[src/rtl/state_sequencer.sv]
// Cyclic phase/slot sequencer: steps a state index through NUM_STATES states with a programmable dwell, in wrap/saturate/ping-pong modes.
// Latency: every output is registered; a decision taken at clock edge k is visible just after edge k.
// Backpressure: none; enable=0 freezes all state, and load overrides enable.
//
// Ports:
//   clock, reset_n        - rising-edge clock; synchronous active-low reset (highest priority)
//   enable, dir, mode     - advance gate; 0=up/1=down; 0=wrap 1=saturate 2=ping-pong 3=wrap
//   load, load_value      - synchronous load of a (clamped) state index
//   dwell                 - each state lasts dwell+1 enabled cycles
//   state                 - current state index
//   step_pulse/wrap_pulse - one-cycle event pulses
//   done                  - saturate mode is parked at the end state for dir
module state_sequencer #(
    parameter int  NUM_STATES = 4,
    parameter int  DWELL_W    = 8,
    localparam int SW         = $clog2(NUM_STATES)
) (
    input  logic               clock,
    input  logic               reset_n,
    input  logic               enable,
    input  logic               dir,
    input  logic [1:0]         mode,
    input  logic               load,
    input  logic [SW-1:0]      load_value,
    input  logic [DWELL_W-1:0] dwell,
    output logic [SW-1:0]      state,
    output logic               step_pulse,
    output logic               wrap_pulse,
    output logic               done
);

    localparam logic [SW-1:0] LAST      = SW'(NUM_STATES - 1);
    localparam logic [1:0]    MODE_SAT  = 2'd1;
    localparam logic [1:0]    MODE_PING = 2'd2;

    logic [SW-1:0]      state_q, state_d;
    logic [DWELL_W-1:0] dwell_cnt_q, dwell_cnt_d;
    logic               bounce_q, bounce_d;
    logic               step_pulse_q, step_pulse_d;
    logic               wrap_pulse_q, wrap_pulse_d;
    logic               done_q, done_d;

    logic               eff_dir;
    logic               at_top, at_bot;
    logic               eff_at_end;
    logic               dir_at_end;
    logic [SW-1:0]      dir_end;
    logic [SW-1:0]      state_inc, state_dec;

    // bounce reflects the ping-pong reversal; wrap mode also follows eff_dir
    assign eff_dir    = dir ^ bounce_q;
    assign at_top     = (state_q == LAST);
    assign at_bot     = (state_q == '0);
    assign eff_at_end = eff_dir ? at_bot : at_top;
    assign dir_at_end = dir ? at_bot : at_top;
    assign dir_end    = dir ? '0 : LAST;
    assign state_inc  = state_q + SW'(1);
    assign state_dec  = state_q - SW'(1);

    always_comb begin
        state_d      = state_q;
        dwell_cnt_d  = dwell_cnt_q;
        bounce_d     = bounce_q;
        step_pulse_d = 1'b0;
        wrap_pulse_d = 1'b0;
        done_d       = done_q;

        if (load) begin
            state_d     = (load_value > LAST) ? LAST : load_value;
            dwell_cnt_d = '0;
            bounce_d    = 1'b0;
            done_d      = (mode == MODE_SAT) && (state_d == dir_end);
        end else if (enable) begin
            // leaving ping-pong discards any pending reversal
            if (mode != MODE_PING) begin
                bounce_d = 1'b0;
            end
            // >= rather than == so a dwell lowered mid-count still terminates
            if (dwell_cnt_q < dwell) begin
                dwell_cnt_d = dwell_cnt_q + DWELL_W'(1);
            end else begin
                dwell_cnt_d = '0;
                case (mode)
                    MODE_SAT: begin
                        if (!dir_at_end) begin
                            state_d      = dir ? state_dec : state_inc;
                            step_pulse_d = 1'b1;
                        end
                    end
                    MODE_PING: begin
                        step_pulse_d = 1'b1;
                        if (eff_at_end) begin
                            bounce_d     = ~bounce_q;
                            state_d      = eff_dir ? state_inc : state_dec;
                            wrap_pulse_d = 1'b1;
                        end else begin
                            state_d = eff_dir ? state_dec : state_inc;
                        end
                    end
                    default: begin
                        step_pulse_d = 1'b1;
                        if (eff_at_end) begin
                            // explicit wrap: NUM_STATES need not be a power of two
                            state_d      = eff_dir ? LAST : '0;
                            wrap_pulse_d = 1'b1;
                        end else begin
                            state_d = eff_dir ? state_dec : state_inc;
                        end
                    end
                endcase
            end
            done_d = (mode == MODE_SAT) && (state_d == dir_end);
        end
    end

    always_ff @(posedge clock) begin
        if (!reset_n) begin
            state_q      <= '0;
            dwell_cnt_q  <= '0;
            bounce_q     <= 1'b0;
            step_pulse_q <= 1'b0;
            wrap_pulse_q <= 1'b0;
            done_q       <= 1'b0;
        end else begin
            state_q      <= state_d;
            dwell_cnt_q  <= dwell_cnt_d;
            bounce_q     <= bounce_d;
            step_pulse_q <= step_pulse_d;
            wrap_pulse_q <= wrap_pulse_d;
            done_q       <= done_d;
        end
    end

    assign state      = state_q;
    assign step_pulse = step_pulse_q;
    assign wrap_pulse = wrap_pulse_q;
    assign done       = done_q;

endmodule

[config.mk]
export PLATFORM = sky130hd
export DESIGN_NAME = state_sequencer
export DESIGN_NICKNAME = d
export VERILOG_FILES = /design/src/rtl/state_sequencer.sv
export SDC_FILE = /design/constraint.sdc
export NUM_CORES = 1
export LEC_CHECK = 0
export ABC_AREA = 1
export CAP_MARGIN = 20
export CORE_MARGIN = 2
export CORE_UTILIZATION = 45
export DETAILED_ROUTE_END_ITERATION = 12
export HOLD_SLACK_MARGIN = 0.1
export MAX_ROUTING_LAYER = met4
export PLACE_DENSITY = 0.72
export SYNTH_ARGS = -nofsm -noshare
export SYNTH_HDL_FRONTEND = slang
export SYNTH_SLANG_ARGS = --single-unit
[constraint.sdc]
create_clock -name clock -period 5.2 [get_ports clock]
set_clock_uncertainty 0.05 [all_clocks]
set_input_delay 1.04 -clock clock [delete_from_list [all_inputs] [get_ports clock]]
set_output_delay 1.04 -clock clock [all_outputs]
set_load 0.02 [all_outputs]
==> run metrics <==
pin count of the biggest net entering global routing=9; power consumption=0.2567 mW; worst hold-check path type=reg2reg; die area=2820 sq um; wire length per cell after detailed routing=11.41 microns; number of warning messages in the yosys log=0; Distinct cells, synth=23; clock slew at the register clock pins of the worst setup and hold paths=90 ps; Clock Sinks=14; logic gate share of total power=0.254; layout-stage area growth over the synthesis result=25.95%; max frequency=376.3 MHz; area taken by flip-flops and latches=280.3 sq um; EDFF count, synth=0; actual transition at the worst max-transition pin=374.4 ps; Yosys top cell by area=sky130_fd_sc_hd__dfxtp_1; portion of synthesized cell area occupied by the leading cell type=0.2584; data arrival time of the critical path=2790 ps; sequential share of power=0.432; clk_lat worst skew=290 ps; most repeated cell in the gate-level netlist after synthesis=sky130_fd_sc_hd__nand2_1; nature of the critical path endpoint=register; final antenna-violating net count=0; Port Buf Inserts=21; sequential area share after synthesis=0.2584; crit path launch type=input pin; H-tree levels=1; standard cell core area=2255 sq um; worst-path maximum fanout=3; number of detailed-routing iterations run before antenna repair=4; most used flip-flop cell after synthesis=sky130_fd_sc_hd__dfxtp_1; static leakage=0.6748 nW; type of the worst setup path=in2reg; largest voltage drop on the vdd net=0.1265 mV; most frequent cells after synthesis=sky130_fd_sc_hd__nand2_1 (45), sky130_fd_sc_hd__inv_1 (25), sky130_fd_sc_hd__dfxtp_1 (14), sky130_fd_sc_hd__nand3_1 (14); max_slew headroom=0.7495; end-of-flow core utilization=0.6060; number of antenna diodes=0; root buf cell=sky130_fd_sc_hd__clkbuf_4; post-detail-place hpwl=2052 microns; post-cts resize count=0; Gate Count Post-Synth=163; detailed router's first-iteration violation count=35; via count of the first global-routing pass=1016; Total Negative Setup Slacks=0 ps; Filler Cell Count=221; top area cells in the synthesized netlist=sky130_fd_sc_hd__dfxtp_1 (26%), sky130_fd_sc_hd__nand2_1 (16%), sky130_fd_sc_hd__ha_1 (14%); Tmin final=2657 ps; Max clock buf depth=2; DRC violation count after routing=0; Setup violations, final=0; drt via density=4.995; net count after synthesis=192; Die Y-Extent=53.10 microns; Sw Share=0.2922; gr usage total=0.2051; number of max-cap violations=0; post-route standard cell area excluding fillers=1366 sq um; clock buffers created by TritonCTS=3; crit share post-route=0.5110; total count of hold-check failures in the final report=0; RD Place Congestion=0.7940; share of flip-flops with an asynchronous set or reset after synthesis=0; P_sw=0.07500 mW; RSZ-0062 raised after global routing=no; global-route wire length before repair=4036 microns; Data required, critical path=5340 ps; total internal power=0.1817 mW; average cell area after synthesis=6.655 sq um; nets=218; starting density of the core=0.4811; antenna violations before repair=0; clock network fraction of total power=0.313; total of hold buffers inserted after clock tree synthesis=0; status=complete, no violations; total of flip-flops plus latches after synthesis=14; post-synthesis instance area=1085 sq um; power density normalized to cell area=187.9 nW/um^2; ports placed on the boundary=22; pins over their slew limit=0; Vias=1079; Placement Rows=17; area of combinational cells with multiple inputs=695.7 sq um; placed instance area=1330 sq um; total gr overflow=0; Die X=53.10 microns; routed wire length=2465 microns; layout cells sized above 1=0.1011; TritonCTS clock tree=built; total setup buffers inserted after CTS=0
-- power groups by stage --
| stage | Clock [mW] | Combinational, mW | Sequential [mW] |
|---|---|---|---|
| after CTS | 0.0802 | 0.0658 | 0.111 |
| final | 0.0804 | 0.0653 | 0.111 |
| after global placement | 0 | 0.0634 | 0.113 |
| after detailed placement | 0 | 0.0654 | 0.114 |
| after global routing | 0.0873 | 0.0729 | 0.111 |
| after floorplan | 0 | 0.0387 | 0.115 |
-- stage by stage --
step | instances | hold slack (ps) | setup slack, ps
6_report | 216 | 437.9 | 2543
5_1_grt | 216 | 461.1 | 2401
4_1_cts | 216 | 442.1 | 2535
3_5_place_dp | 212 | 422.0 | 2241
3_3_place_gp | 212 | 418.5 | 2288
2_1_floorplan | 163 | 407.3 | 2880
-- placed cells by master, fill, tap and decap left out, types with 2 or more instances in the layout --
| cell | instances |
|---|---|
| sky130_fd_sc_hd__inv_1 | 25 |
| sky130_fd_sc_hd__a211oi_1 | 3 |
| sky130_fd_sc_hd__dfxtp_1 | 14 |
| sky130_fd_sc_hd__nand3_2 | 4 |
| sky130_fd_sc_hd__clkdlybuf4s50_1 | 21 |
| sky130_fd_sc_hd__inv_2 | 4 |
| sky130_fd_sc_hd__xnor2_1 | 2 |
| sky130_fd_sc_hd__nor2_1 | 12 |
| sky130_fd_sc_hd__a21oi_1 | 8 |
| sky130_fd_sc_hd__xor2_1 | 4 |
| sky130_fd_sc_hd__clkbuf_4 | 3 |
| sky130_fd_sc_hd__nand2_1 | 45 |
| sky130_fd_sc_hd__nand3_1 | 14 |
| sky130_fd_sc_hd__nor3_1 | 2 |
| sky130_fd_sc_hd__nand2_2 | 5 |
| sky130_fd_sc_hd__ha_1 | 12 |
-- final cells by class --
cell class	instances	area share
flip-flops and latches	14	0.2051
clock buffers	4	0.02656
inverters	29	0.07967
repair buffers	21	0.1538
well taps	28	0.02564
multi-input cells	120	0.5092
-- registers in the layout (all words and copies together), names as in the netlist --
signal and flops:
dwell_cnt_q 8, step_pulse 1, bounce_q 1, state 2, done 1, wrap_pulse 1
-- per-layer routing --
metal,vias to the layer above,global-route usage,wire length [microns]
met4,0,0.07265,36
li1,569,-,-
met1,481,0.2259,1086
met3,4,0.03672,129
met5,-,-,0
met2,25,0.3688,1212
-- logic make-up (layout without fill, tap and decap cells) --
kind of cell / after synthesis / in the layout / share of synthesized area
flip-flops: 14 / 14 / 0.2584
AND/OR/NAND/NOR: 86 / 86 / 0.3656
buffers and inverters: 29 / 54 / 0.1003
adder cells (fa/ha/maj): 12 / 12 / 0.1384
XOR/XNOR: 6 / 6 / 0.04844
AO/OA/AOI/OAI: 16 / 16 / 0.08881
-- worst max-delay path: stages --
cell,delay [ps]
sky130_fd_sc_hd__clkdlybuf4s50_1,450
sky130_fd_sc_hd__inv_1,40
sky130_fd_sc_hd__ha_1,300
sky130_fd_sc_hd__a21oi_1,150
sky130_fd_sc_hd__o21a_1,150
sky130_fd_sc_hd__nand2_1,90
sky130_fd_sc_hd__nand2_1,90
sky130_fd_sc_hd__inv_2,30
sky130_fd_sc_hd__nand2_1,100
sky130_fd_sc_hd__nand3_2,80
sky130_fd_sc_hd__nand2_1,80
sky130_fd_sc_hd__nand2_1,60
sky130_fd_sc_hd__nand3_2,70
sky130_fd_sc_hd__a21oi_2,50
-- final timing paths --
| check | endpoint | cells past startpoint | slack, ps | startpoint |
|---|---|---|---|---|
| max | done$_SDFFE_PN0P_ | 14 | 2540 | dwell[7] |
| min | done$_SDFFE_PN0P_ | 2 | 440 | done$_SDFFE_PN0P_ |
| max reg2reg | done$_SDFFE_PN0P_ | 15 | 3210 | state[0]$_SDFFE_PN0P_ |
| min reg2reg | done$_SDFFE_PN0P_ | 2 | 440 | done$_SDFFE_PN0P_ |
(Power assumes the default switching activity.)
